**src/rtl/regfile_pkg.sv**
```systemverilog
// regfile_pkg: shared constants and types for the 2-read/1-write register file.
//   DEFAULT_DATA_W / DEFAULT_ADDR_W : default register width and address width
//   reg_addr_t / reg_data_t         : address and data types at the default sizes
//   RD_LATENCY                      : read-request to data_out latency, in cycles
package regfile_pkg;

  localparam int DEFAULT_DATA_W = 16;
  localparam int DEFAULT_ADDR_W = 3;
  localparam int RD_LATENCY     = 1;

  typedef logic [DEFAULT_ADDR_W-1:0] reg_addr_t;
  typedef logic [DEFAULT_DATA_W-1:0] reg_data_t;

endpackage

```
**src/rtl/vdff_load.sv**
```systemverilog
// vdff_load: DATA_W-wide register with load enable and synchronous active-high reset.
// Used for every storage register and for each registered read output.
//   clk    : rising-edge clock
//   reset  : synchronous, active-high; clears q_o to zero
//   load_i : when high, q_o takes d_i at the next edge; otherwise q_o holds
//   d_i    : next value
//   q_o    : registered value
module vdff_load #(
  parameter int DATA_W = 16
) (
  input  logic              clk,
  input  logic              reset,
  input  logic              load_i,
  input  logic [DATA_W-1:0] d_i,
  output logic [DATA_W-1:0] q_o
);

  always_ff @(posedge clk) begin
    if (reset) begin
      q_o <= '0;
    end else if (load_i) begin
      q_o <= d_i;
    end
  end

endmodule

```
**src/rtl/regfile_2r1w.sv**
```systemverilog
// regfile_2r1w: NREGS x DATA_W register file with one synchronous write port and
// two independent registered read ports (A, B), each with a valid strobe and
// write-first bypass. Addresses >= NREGS are out of range and raise addr_err.
// Optional build macro REGFILE_PARITY_EN adds a stored even-parity bit per
// register and the parity_err_a / parity_err_b outputs.
//   clk, reset                : clock, synchronous active-high reset
//   write, writenum, data_in  : write enable, address, data
//   rd_en_a, readnum_a        : port A read request and address
//   data_out_a, valid_a       : port A registered data and one-cycle valid
//   rd_en_b, readnum_b        : port B read request and address
//   data_out_b, valid_b       : port B registered data and one-cycle valid
//   addr_err                  : registered, any enabled access was out of range
//   parity_err_a/_b           : (REGFILE_PARITY_EN only) stored parity mismatch
import regfile_pkg::*;

module regfile_2r1w #(
  parameter int DATA_W = DEFAULT_DATA_W,
  parameter int ADDR_W = DEFAULT_ADDR_W,
  parameter int NREGS  = 1 << ADDR_W
) (
  input  logic              clk,
  input  logic              reset,
  input  logic              write,
  input  logic [ADDR_W-1:0] writenum,
  input  logic [DATA_W-1:0] data_in,
  input  logic              rd_en_a,
  input  logic [ADDR_W-1:0] readnum_a,
  output logic [DATA_W-1:0] data_out_a,
  output logic              valid_a,
  input  logic              rd_en_b,
  input  logic [ADDR_W-1:0] readnum_b,
  output logic [DATA_W-1:0] data_out_b,
  output logic              valid_b,
  output logic              addr_err
`ifdef REGFILE_PARITY_EN
  ,
  output logic              parity_err_a,
  output logic              parity_err_b
`endif
);

`ifdef REGFILE_PARITY_EN
  localparam int STORE_W = DATA_W + 1;
`else
  localparam int STORE_W = DATA_W;
`endif

  localparam logic [0:0] IDLE = 1'b0;
  localparam logic [0:0] OUT  = 1'b1;

  // One-hot decode; an out-of-range address yields all zeros, which both
  // suppresses the write and makes the read mux return zero.
  function automatic logic [NREGS-1:0] decode(input logic [ADDR_W-1:0] addr);
    logic [NREGS-1:0] oh;
    oh = '0;
    for (int i = 0; i < NREGS; i++) begin
      oh[i] = (addr == ADDR_W'(i));
    end
    return oh;
  endfunction

  logic [NREGS-1:0]   wr_onehot;
  logic [NREGS-1:0]   sel_a;
  logic [NREGS-1:0]   sel_b;
  logic [STORE_W-1:0] wr_word;
  logic [STORE_W-1:0] regs_q [NREGS];
  logic [STORE_W-1:0] rd_word_a;
  logic [STORE_W-1:0] rd_word_b;
  logic               byp_a;
  logic               byp_b;
  logic [DATA_W-1:0]  rdata_a_d;
  logic [DATA_W-1:0]  rdata_b_d;
  logic [0:0]         state_a_q, state_a_d;
  logic [0:0]         state_b_q, state_b_d;
  logic               addr_err_q, addr_err_d;

  assign wr_onehot = write ? decode(writenum) : '0;
  assign sel_a     = decode(readnum_a);
  assign sel_b     = decode(readnum_b);

`ifdef REGFILE_PARITY_EN
  // Even parity: the stored bit makes the total count of ones even.
  assign wr_word = {^data_in, data_in};
`else
  assign wr_word = data_in;
`endif

  // Storage stage
  for (genvar g = 0; g < NREGS; g++) begin : g_regs
    vdff_load #(.DATA_W(STORE_W)) u_reg (
      .clk    (clk),
      .reset  (reset),
      .load_i (wr_onehot[g]),
      .d_i    (wr_word),
      .q_o    (regs_q[g])
    );
  end

  always_comb begin
    rd_word_a = '0;
    rd_word_b = '0;
    for (int i = 0; i < NREGS; i++) begin
      rd_word_a = rd_word_a | ({STORE_W{sel_a[i]}} & regs_q[i]);
      rd_word_b = rd_word_b | ({STORE_W{sel_b[i]}} & regs_q[i]);
    end
  end

  // Write-first: a same-edge write to the address being read is forwarded.
  assign byp_a = write && (writenum == readnum_a) && (|sel_a);
  assign byp_b = write && (writenum == readnum_b) && (|sel_b);

  assign rdata_a_d = byp_a ? data_in : rd_word_a[DATA_W-1:0];
  assign rdata_b_d = byp_b ? data_in : rd_word_b[DATA_W-1:0];

  // Read output stage
  vdff_load #(.DATA_W(DATA_W)) u_out_a (
    .clk    (clk),
    .reset  (reset),
    .load_i (rd_en_a),
    .d_i    (rdata_a_d),
    .q_o    (data_out_a)
  );

  vdff_load #(.DATA_W(DATA_W)) u_out_b (
    .clk    (clk),
    .reset  (reset),
    .load_i (rd_en_b),
    .d_i    (rdata_b_d),
    .q_o    (data_out_b)
  );

  assign state_a_d  = rd_en_a ? OUT : IDLE;
  assign state_b_d  = rd_en_b ? OUT : IDLE;
  assign addr_err_d = (write && !(|wr_onehot)) ||
                      (rd_en_a && !(|sel_a)) ||
                      (rd_en_b && !(|sel_b));

  always_ff @(posedge clk) begin
    if (reset) begin
      state_a_q  <= IDLE;
      state_b_q  <= IDLE;
      addr_err_q <= 1'b0;
    end else begin
      state_a_q  <= state_a_d;
      state_b_q  <= state_b_d;
      addr_err_q <= addr_err_d;
    end
  end

  assign valid_a  = (state_a_q == OUT);
  assign valid_b  = (state_b_q == OUT);
  assign addr_err = addr_err_q;

`ifdef REGFILE_PARITY_EN
  logic perr_a_q, perr_a_d;
  logic perr_b_q, perr_b_d;

  // Only a real storage read can disagree; bypassed and out-of-range reads never flag.
  assign perr_a_d = rd_en_a && !byp_a && (|sel_a) &&
                    (rd_word_a[DATA_W] != (^rd_word_a[DATA_W-1:0]));
  assign perr_b_d = rd_en_b && !byp_b && (|sel_b) &&
                    (rd_word_b[DATA_W] != (^rd_word_b[DATA_W-1:0]));

  always_ff @(posedge clk) begin
    if (reset) begin
      perr_a_q <= 1'b0;
      perr_b_q <= 1'b0;
    end else begin
      perr_a_q <= perr_a_d;
      perr_b_q <= perr_b_d;
    end
  end

  assign parity_err_a = perr_a_q;
  assign parity_err_b = perr_b_q;
`endif

endmodule

```
**config.mk**
```make
export PLATFORM = sky130hd
export DESIGN_NAME = regfile_2r1w
export DESIGN_NICKNAME = d
export VERILOG_FILES = /design/src/rtl/regfile_pkg.sv /design/src/rtl/vdff_load.sv /design/src/rtl/regfile_2r1w.sv
export SDC_FILE = /design/constraint.sdc
export NUM_CORES = 1
export LEC_CHECK = 0
export CAP_MARGIN = 0
export CORE_AREA = 2 2 142 144
export CTS_CLUSTER_DIAMETER = 80
export DETAILED_ROUTE_END_ITERATION = 16
export DIE_AREA = 0 0 144 146
export PLACE_DENSITY = 0.59
export SYNTH_ARGS = -nofsm -noshare
export SYNTH_HDL_FRONTEND = slang
export SYNTH_HIERARCHICAL = 1
export SYNTH_SLANG_ARGS = --single-unit
```
**constraint.sdc**
```tcl
create_clock -name clk -period 2.62 [get_ports clk]
set_clock_uncertainty 0.15 [all_clocks]
set_input_delay 0.655 -clock clk [delete_from_list [all_inputs] [get_ports clk]]
set_output_delay 0.655 -clock clk [all_outputs]
set_load 0.01 [all_outputs]
```
==> results of run 1 <==
how the worst max path moves through the flow:
stage / from / end / slack [ns]
after floorplan: readnum_b[1] / u_out_b/q_o[5]$_SDFFE_PP0P_ / 0.51
after global placement: readnum_b[0] / u_out_b/q_o[1]$_SDFFE_PP0P_ / -0.31
after detailed placement: readnum_b[0] / u_out_b/q_o[3]$_SDFFE_PP0P_ / -0.36
after CTS: readnum_b[0] / u_out_b/q_o[12]$_SDFFE_PP0P_ / 0.05
after global routing: readnum_b[0] / u_out_b/q_o[13]$_SDFFE_PP0P_ / 0.04
final: readnum_b[0] / u_out_b/q_o[0]$_SDFFE_PP0P_ / 0.11
layout make-up:
cell class | instances | area (um2) | area share, %
multi-input cells | 635 | 4670 | 45.5
clock buffers | 25 | 495 | 4.83
flip-flops and latches | 163 | 3260 | 31.8
repair buffers | 143 | 1420 | 13.9
well taps | 265 | 332 | 3.23
clock inverters | 7 | 73.8 | 0.720
stage by stage:
stage	util [%]	worst slack [ns]	total power (uW)	instance area (um2)	cells
floorplan	-	0.510	3150	8610	880
global placement	50.1	-0.313	3500	9680	1206
detailed placement	50.1	-0.364	3500	9680	1206
CTS	53.0	0.0462	5910	10300	1238
global route	53.0	0.0421	6090	10300	1238
finish	53.0	0.105	5880	10300	1238
report_power, final:
group | internal, uW | switching (uW)
registers | 2550 | 54.4
clock network | 1410 | 1010
logic | 401 | 445
worst max-delay path: cells and delay by family:
family | cells | cell delay [ns]
and+or+nand+nor | 2 | 0.74
buffers and inverters | 2 | 0.73
AOI/OAI and AO/OA | 2 | 0.42
muxes | 1 | 0.12
metal layers:
metal / routed length (um) / up-vias / share of wire (%) / global-route usage [%]
met5: 0 / - / 0 / 0
met4: 399 / 0 / 1.6 / 7.30
met3: 1240 / 29 / 5.1 / 3.98
met2: 10700 / 225 / 44 / 35.1
met1: 12000 / 3250 / 49 / 34.7
li1: - / 3286 / - / -
flip-flops by register name, summed over array words and instances, names as in the netlist:
register / flops
addr_err: 1
g_regs.u_reg/q_o: 128
u_out_a/q_o: 16
u_out_b/q_o: 16
valid_a: 1
valid_b: 1
cells in the final DEF (no fill, tap or decap), drive strengths merged, types with 4 or more instances in the layout:
cell | synthesis | routed
dfxtp | 163 | 163
nor2 | 192 | 192
a221o | 13 | 13
buf | 76 | 83
nor2b | 8 | 8
a21oi | 25 | 25
a221oi | 21 | 21
xnor2 | 6 | 6
mux2 | 39 | 39
nor3 | 4 | 4
a22oi | 13 | 13
clkdlybuf4s50 | 0 | 59
clkinvlp | 0 | 4
a31oi | 19 | 19
nand2 | 34 | 34
nor3b | 5 | 5
o22a | 7 | 7
o21ai | 9 | 9
clkbuf | 6 | 26
mux2i | 208 | 208
mux4 | 4 | 4
a22o | 5 | 5
cells by family after synthesis:
group                     synth area share (%)
DFF                                       37.9
other                                   0.0436
AOI/OAI and AO/OA                         10.5
and+or+nand+nor                           12.1
xor gates and xnor gates                 0.610
buffers and inverters                     8.20
muxes                                     30.7
==> metrics.md, run 1 <==
| Metric | Value |
|---|---|
| Status | finished, final reports clean |
| Gate Count Post-Synth | 880 |
| CTS tree | yes |
| Fill count | 1,781 |
| Share of cells above drive strength 1 | 17.3% |
| Power Dens Cells | 573 mW/mm2 |
| Pin count of the biggest net entering global routing | 45 |
| Syn avg cell area | 9.78 um2 |
| Worst EP arrival | 2.68 ns |
| RSZ-0062 raised after global routing | no |
| Vias in the first global route | 6,529 |
| Min-delay src | u_out_b/q_o[5]$_SDFFE_PP0P_ |
| Most common cell in the netlist | mux2i_1 |
| Worst endpoint required time | 2.79 ns |
| # H-tree levels | 4 |
| Register area share after synthesis | 37.9% |
| Synth Flop Type | dfxtp_1 |
| Router iterations before antenna repair | 5 |
| Io pins | 65 |
| Fin Hold WS | 0.338 ns |
| Fin crit share | 96.0% |
| Slew Viols, Final | 0 |
| Count of final setup violators | 0 |
| Setup Fix Bufs, Post-CTS | 0 |
| Final Hold Fails | 0 |
| Grt total ovfl | 0 |
| WL final | 24,300 um |
| Total Negative Setup Slacks | 0 ns |
| Clk sink count | 163 |
| Diodes inserted | 0 |
| Hold crit path type | reg2reg |
| Slew @ Worst Pin | 0.810 ns |
| Hold_buf cts | 0 |
| Core box area | 0.0193 mm2 |
| Yosys reg bits | 163 |
| Max Fclk | 398 MHz |
| Worst Hold Depth | 2 |
| CP endpoint kind | register |
| Max cap viols | 0 |
| VDD IR max | 0.386 mV |
| FP Rows | 51 |
| Net Count, Synth | 910 |
| Die area | 0.0210 mm2 |
| Yosys top cell area share | 37.9% |
| Via/cell ratio | 5.48 |
| Cells resized by post-CTS repair | 0 |
| FF-to-FF Start | g_regs[6].u_reg/q_o[5]$_SDFFE_PP0P_ |
| 1st-iter DRT viols | 571 |
| Headroom to the max-slew limit | 45.9% |
| Vias | 6,790 |
| WHS Endpoint | u_out_b/q_o[5]$_SDFFE_PP0P_ |
| Die Width | 144 um |
| Startpoint types | input port |
| CTS clk-pin slew, worst paths | 0.06 ns |
| Antenna violations before repair | 0 |
| DRC | 0 |
| Routability congestion estimate | 0.830 |
| Slowest cell on crit path | nor2b_1 |
| DP HPWL | 16,500 um |
| First-pass GRT wire length | 38,000 um |
| Synth area leader | dfxtp_1 |
| Root buf cell | clkbuf_16 |
| Worst-path maximum fanout | 8 |
| Min cycle time layout | 2.51 ns |
| Post-DRT Antenna Nets | 0 |
| Top cells by count, synth | 208 x mux2i_1, 192 x nor2_1, 163 x dfxtp_1 |
| Cells along the critical path | clkdlybuf4s50_1, nor2b_1, a221o_1, a31oi_1, buf_4, mux2i_1, nor2_1 |
| Setup CP Type | in2reg |
| Reg-to-reg critical path endpoint | u_out_a/q_o[5]$_SDFFE_PP0P_ |
| FFs w/ async S/R, synth | 0% |
| Worst path max stage delay | 0.69 ns |
| Initial core utilization | 44.5% |
| Pleak | 0.00392 uW |
| Top post-synthesis cells by area | dfxtp_1 38%, mux2i_1 24%, nor2_1 8.4% |
| # port buffers | 64 |
| Yosys warns | 6 |
| Layout Area Growth over Synthesis | 19.1% |
| CTS buffer count | 17 |
| Clock Latency Late Sink | 0.43 ns |
| Routed len/inst | 19.6 um |
| Nets | 990 |
| Syn Std Cell Area | 0.00861 mm2 |
| Maximum clock insertion buffer count | 2 |
| Netlist cell types | 40 |
| Worst r2r path cells | 7 |
| Die height | 146 um |
| Post-synth EDFFs | 0 |
| Gr usage total | 23.6% |
| Reg2Reg Setup Slack | 0.88 ns |
Power figures use the tool's default switching activity.
==> inputs of run 2 (changes only) <==
Settings changed: ABC_AREA set to 1, CORE_AREA 2 2 142 144 to 2 2 154 156, DIE_AREA 0 0 144 146 to 0 0 156 158, PLACE_DENSITY 0.59 to 0.58.
==> metrics.md, run 2 <==
| Metric | Value |
|---|---|
| Top cell family by delay on the critical path | buffers and inverters (was simple AND/OR/NAND/NOR gates) |
| Slew @ Worst Pin | 0.871 ns (was 0.810 ns) |
| 1st-iter DRT viols | 1,117 (was 571) |
| Setup Fix Bufs, Post-CTS | 0 (unchanged) |
| Router iterations before antenna repair | 6 (was 5) |
| DRC | 0 (unchanged) |
| # port buffers | 64 (unchanged) |
| Yosys warns | 6 (unchanged) |
| Top post-synthesis cells by area | dfxtp_1 32%, nand2_1 20%, nor2_1 14% (was dfxtp_1 38%, mux2i_1 24%, nor2_1 8.4%) |
| Headroom to the max-slew limit | 41.9% (was 45.9%) |
| FP Rows | 56 (was 51) |
| Via/cell ratio | 5.32 (was 5.48) |
| Hold crit path type | reg2reg (unchanged) |
| Setup CP Type | reg2out (was in2reg) |
| Initial core utilization | 44.0% (was 44.5%) |
| Fin crit share | 82.4% (was 96.0%) |
| Vias | 10,900 (was 6,790) |
| Min cycle time layout | 2.16 ns (was 2.51 ns) |
| Max cap viols | 0 (unchanged) |
| Clock Latency Late Sink | 0.44 ns (was 0.43 ns) |
| Layout Area Growth over Synthesis | 14.2% (was 19.1%) |
| Yosys top cell area share | 32.2% (was 37.9%) |
| WL final | 35,800 um (was 24,300 um) |
| Fin Hold WS | 0.319 ns (was 0.338 ns) |
| Cells resized by post-CTS repair | 0 (unchanged) |
| Pin count of the biggest net entering global routing | 66 (was 45) |
| Largest regs | g_regs.u_reg/q_o x128, u_out_a/q_o x16, u_out_b/q_o x16 (unchanged) |
| CTS buffer count | 17 (unchanged) |
| Post-route cell area | 0.0116 mm2 (was 0.0103 mm2) |
| Top reg by flops | g_regs.u_reg/q_o (unchanged) |
| Die height | 158 um (was 146 um) |
| Syn Std Cell Area | 0.0101 mm2 (was 0.00861 mm2) |
| # H-tree levels | 4 (unchanged) |
| Worst path bufs/invs | 1 (was 2) |
| Die area | 0.0246 mm2 (was 0.0210 mm2) |
| Cells along the critical path | clkdlybuf4s50_1 (was clkdlybuf4s50_1, nor2b_1, a221o_1, a31oi_1, buf_4, mux2i_1, nor2_1) |
| Worst path max stage delay | 0.55 ns (was 0.69 ns) |
| Syn avg cell area | 5.93 um2 (was 9.78 um2) |
| Fill count | 2,489 (was 1,781) |
| Slew Viols, Final | 0 (unchanged) |
| Max Fclk | 463 MHz (was 398 MHz) |
| Commonest cells after routing, fill and taps aside | 550 x nand2_1, 366 x nor2_1, 192 x nand4_1 (was 208 x mux2i_1, 185 x nor2_1, 163 x dfxtp_1) |
| Total Power | 6250 uW (was 5880 uW) |
| Final worst slack | 0.462 ns (was 0.105 ns) |
| FFs w/ async S/R, synth | 0% (unchanged) |
| Core box area | 0.0231 mm2 (was 0.0193 mm2) |
| Count of final setup violators | 0 (unchanged) |
| Maximum clock insertion buffer count | 2 (unchanged) |
| Grt total ovfl | 0 (unchanged) |
| Max reg flops | 128 (unchanged) |
| CP endpoint kind | output port (was register) |
| Worst endpoint required time | 1.81 ns (was 2.79 ns) |
| DP Area | 0.0110 mm2 (was 0.00968 mm2) |
| Startpoint types | register (was input port) |
| Antenna violations before repair | 0 (unchanged) |
| Post-DRT Antenna Nets | 0 (unchanged) |
| Hold_buf cts | 0 (unchanged) |
| Top cells by count, synth | 550 x nand2_1, 376 x nor2_1, 192 x nand4_1 (was 208 x mux2i_1, 192 x nor2_1, 163 x dfxtp_1) |
| VDD IR max | 0.343 mV (was 0.386 mV) |
| Share of cells above drive strength 1 | 8.53% (was 17.3%) |
| Final Hold Fails | 0 (unchanged) |
| Worst EP arrival | 1.35 ns (was 2.68 ns) |
| Gate Count Post-Synth | 1,711 (was 880) |
| DP HPWL | 24,200 um (was 16,500 um) |
| Power Dens Cells | 539 mW/mm2 (was 573 mW/mm2) |
| Register area share after synthesis | 32.2% (was 37.9%) |
| Die Width | 156 um (was 144 um) |
| Worst-path maximum fanout | 2 (was 8) |
| Synth Flop Type | dfxtp_1 (unchanged) |
| CTS clk-pin slew, worst paths | 0.07 ns (was 0.06 ns) |
| Routability congestion estimate | 0.900 (was 0.830) |
| Clk sink count | 163 (unchanged) |
| Synth area leader | dfxtp_1 (unchanged) |
| Status | finished, final reports clean (unchanged) |
| Routed len/inst | 17.5 um (was 19.6 um) |
| Post-synth EDFFs | 0 (unchanged) |
| Most common cell in the netlist | nand2_1 (was mux2i_1) |
| Io pins | 65 (unchanged) |
| Slowest cell on crit path | clkdlybuf4s50_1 (was nor2b_1) |
| CTS tree | yes (unchanged) |
| Netlist cell types | 20 (was 40) |
| Nets | 1,776 (was 990) |
| First-pass GRT wire length | 56,100 um (was 38,000 um) |
| Place WS | 0.180 ns (was -0.364 ns) |
| Total Negative Setup Slacks | 0 ns (unchanged) |
| Root buf cell | clkbuf_16 (unchanged) |
| Commonest non-fill, non-tap cell in the layout | nand2_1 (was mux2i_1) |
| RSZ-0062 raised after global routing | no (unchanged) |
| Net Count, Synth | 1,741 (was 910) |
| Gr usage total | 29.8% (was 23.6%) |
| Diodes inserted | 0 (unchanged) |
| Pleak | 0.00591 uW (was 0.00392 uW) |
| Yosys reg bits | 163 (unchanged) |
| Vias in the first global route | 9,809 (was 6,529) |
[run 2: logic make-up after synthesis]
logic type	count (synthesis)	synth area share (%)
AOI/OAI and AO/OA	6	0.395
other	1	0.0370
buffers and inverters	301	14.9
and+or+nand+nor	1238	52.4
xor gates and xnor gates	2	0.173
DFF	163	32.2
[run 2: worst register-to-register path, cell delays in order (launching register included)]
cell	delay, ns
dfxtp_1	0.33
nand4_1	0.09
nand2_1	0.06
nor2_1	0.33
nand2_1	0.10
nand2_1	0.07
nand2_1	0.05
inv_1	0.05
nand2_1	0.04
nand2_1	0.08
nor2_2	0.03
[run 2: worst paths after layout]
| kind | start | end | cells past startpoint | slack (ns) |
|---|---|---|---|---|
| min | u_out_b/q_o[12]$_SDFFE_PP0P_ | u_out_b/q_o[12]$_SDFFE_PP0P_ | 2 | 0.32 |
| min reg2reg | u_out_b/q_o[12]$_SDFFE_PP0P_ | u_out_b/q_o[12]$_SDFFE_PP0P_ | 2 | 0.32 |
| max | u_out_b/q_o[6]$_SDFFE_PP0P_ | data_out_b[6] | 1 | 0.46 |
| max reg2reg | g_regs[6].u_reg/q_o[5]$_SDFFE_PP0P_ | u_out_b/q_o[5]$_SDFFE_PP0P_ | 10 | 1.13 |
[run 2: cell type report]
class | count | area (um2) | share of cell area, %
multi-input combinational | 1247 | 5400 | 46.6
tap | 290 | 363 | 3.13
sequential | 163 | 3260 | 28.2
clock inverter | 14 | 155 | 1.34
clock buffer | 18 | 429 | 3.70
inverter | 181 | 679 | 5.86
timing repair buffer | 136 | 1300 | 11.2
[run 2: routing by layer]
| layer | GRT usage (%) | vias to the layer above | part of all wire, % |
|---|---|---|---|
| met5 | 0 | - | 0 |
| met4 | 10.6 | 0 | 2.7 |
| met3 | 4.82 | 58 | 7.7 |
| met2 | 48.3 | 443 | 45 |
| met1 | 40.2 | 4973 | 44 |
| li1 | - | 5434 | - |
[run 2: report_power, final]
part           internal (uW)  switching (uW)
registers               2580            72.1
clock network           1420            1140
logic                    346             693
total                   4340            1900
[run 2: stage by stage]
step,cells,util [%]
finish,2049,50.3
global route,2049,50.3
CTS,2049,50.3
detailed placement,2017,47.7
global placement,2017,47.7
floorplan,1711,-
==> inputs of run 3 (changes only) <==
Clock period 2.62 ns to 2 ns, I/O delays scaled along.
==> metrics.md, run 3 (synthesis results as in run 2) <==
| Metric | Value |
|---|---|
| Status | finished, final reports clean (unchanged) |
| WL final | 36,300 um (was 35,800 um) |
| Count of final setup violators | 0 (unchanged) |
| RSZ-0062 raised after global routing | no (unchanged) |
| Place WS | -0.193 ns (was 0.180 ns) |
| Worst path bufs/invs | 1 (unchanged) |
| Vias in the first global route | 9,873 (was 9,809) |
| Routed len/inst | 17.3 um (was 17.5 um) |
| Fin Hold WS | 0.318 ns (was 0.319 ns) |
| FP Rows | 56 (unchanged) |
| Worst-path maximum fanout | 2 (unchanged) |
| Commonest non-fill, non-tap cell in the layout | nand2_1 (unchanged) |
| Via/cell ratio | 5.30 (was 5.32) |
| Power Dens Cells | 698 mW/mm2 (was 539 mW/mm2) |
| Startpoint types | register (unchanged) |
| Die Width | 156 um (unchanged) |
| CTS tree | yes (unchanged) |
| Initial core utilization | 44.0% (unchanged) |
| Io pins | 65 (unchanged) |
| Fill count | 2,323 (was 2,489) |
| Router iterations before antenna repair | 5 (was 6) |
| Final worst slack | 0.0271 ns (was 0.462 ns) |
| Maximum clock insertion buffer count | 2 (unchanged) |
| DRC | 0 (unchanged) |
| Min cycle time layout | 1.97 ns |
| Worst EP arrival | 1.32 ns (was 1.35 ns) |
| Max Fclk | 507 MHz |
| Gr usage total | 29.8% (about the same) |
| Post-route cell area | 0.0124 mm2 (was 0.0116 mm2) |
| Setup Fix Bufs, Post-CTS | 0 (unchanged) |
| Commonest cells after routing, fill and taps aside | 550 x nand2_1, 366 x nor2_1, 192 x nand4_1 (unchanged) |
| VDD IR max | 0.541 mV (was 0.343 mV) |
| CP endpoint kind | output port (unchanged) |
| Clock Latency Late Sink | 0.43 ns (was 0.44 ns) |
| Top reg by flops | g_regs.u_reg/q_o (unchanged) |
| Pleak | 0.00640 uW (was 0.00591 uW) |
| Final Hold Fails | 0 (unchanged) |
| Total Power | 8650 uW (was 6250 uW) |
| Worst Hold Depth | 2 (unchanged) |
| Die area | 0.0246 mm2 (unchanged) |
| Max reg flops | 128 (unchanged) |
| Area of the multi-input gates | 0.00540 mm2 (unchanged) |
| Hold_buf cts | 0 (unchanged) |
| # placed instances | 2,065 (was 2,017) |
| DP Area | 0.0117 mm2 (was 0.0110 mm2) |
| Grt total ovfl | 0 (unchanged) |
| Share of cells above drive strength 1 | 11.0% (was 8.53%) |
| # H-tree levels | 4 (unchanged) |
| Routability congestion estimate | 0.947 (was 0.900) |
| Storage cell area | 0.00326 mm2 (unchanged) |
| Slew Viols, Final | 0 (unchanged) |
| Cells resized by post-CTS repair | 4 (was 0) |
| Vias | 11,100 (was 10,900) |
| DP HPWL | 25,500 um (was 24,200 um) |
| 1st-iter DRT viols | 855 (was 1,117) |
| Worst r2r path cells | 10 (unchanged) |
| Pin count of the biggest net entering global routing | 43 (was 66) |
| Layout Area Growth over Synthesis | 22.2% (was 14.2%) |
| Nets | 1,824 (was 1,776) |
| Root buf cell | clkbuf_16 (unchanged) |
| Die height | 158 um (unchanged) |
| # port buffers | 64 (unchanged) |
| Clk sink count | 163 (unchanged) |
| Max cap viols | 0 (unchanged) |
| CTS buffer count | 17 (unchanged) |
| Worst endpoint required time | 1.35 ns (was 1.81 ns) |
| Worst path max stage delay | 0.54 ns (was 0.55 ns) |
| Antenna violations before repair | 0 (unchanged) |
| Diodes inserted | 0 (unchanged) |
| Largest regs | g_regs.u_reg/q_o x128, u_out_a/q_o x16, u_out_b/q_o x16 (unchanged) |
| Slowest cell on crit path | clkdlybuf4s50_1 (unchanged) |
| Setup CP Type | reg2out (unchanged) |
| Fin crit share | 98.6% |
| Core box area | 0.0231 mm2 (unchanged) |
| CTS clk-pin slew, worst paths | 0.07 ns (about the same) |
| Slew @ Worst Pin | 0.510 ns (was 0.871 ns) |
| Headroom to the max-slew limit | 66.0% (was 41.9%) |
| Post-DRT Antenna Nets | 0 (unchanged) |
| Hold crit path type | reg2reg (unchanged) |
| Cells along the critical path | clkdlybuf4s50_1 (unchanged) |
| Number of cells on the critical path | 1 (unchanged) |
| Top cell family by delay on the critical path | buffers and inverters (unchanged) |
| Fin cells | 2,097 (was 2,049) |
| First-pass GRT wire length | 56,000 um (was 56,100 um) |
[run 3: changes by cell type in the layout (fill, tap and decap cells not counted), sizes merged]
cell / change
buf: +48
bufinv: +2
clkdlybuf4s50: -10
clkinv: -5
clkinvlp: +1
dlygate4sd2: +4
dlymetal6s2s: +6
inv: +2
[run 3: power by group]
group / internal, uW / switching [uW]
sequential: 3380 / 99.0
combinational: 585 / 935
clock: 2140 / 1510
[run 3: metal layers]
metal / global-route usage (%) / part of all wire [%] / vias to the layer above
met1: 38.5 / 42 / 5009
met5: 0 / 0 / -
li1: - / - / 5545
met4: 14.7 / 4.8 / 0
met3: 6.60 / 8.8 / 82
met2: 47.2 / 44 / 474
[run 3: worst paths after layout]
path / from / endpoint / slack [ns]
worst max-delay path: u_out_a/q_o[10]$_SDFFE_PP0P_ / data_out_a[10] / 0.03
worst min-delay path: u_out_b/q_o[7]$_SDFFE_PP0P_ / u_out_b/q_o[7]$_SDFFE_PP0P_ / 0.32
worst max register to register: g_regs[7].u_reg/q_o[2]$_SDFFE_PP0P_ / u_out_b/q_o[2]$_SDFFE_PP0P_ / 0.47
worst min register to register: u_out_b/q_o[7]$_SDFFE_PP0P_ / u_out_b/q_o[7]$_SDFFE_PP0P_ / 0.32
[run 3: final cells by class]
| class | instances | area share, % |
|---|---|---|
| Sequential cell | 163 | 26.3 |
| Clock inverter | 14 | 1.73 |
| Timing Repair Buffer | 184 | 16.5 |
| Multi-Input combinational cell | 1247 | 43.6 |
| Tap cell | 290 | 2.93 |
| Clock buffer | 18 | 3.46 |
| Inverter | 181 | 5.48 |
[run 3: per-stage QoR]
stage,setup TNS (ns),utilization (%)
final,0,53.8
after global routing,0,53.8
after CTS,0,53.7
after detailed placement,-18.25,50.9
after global placement,-15.41,50.9
after floorplan,0,-
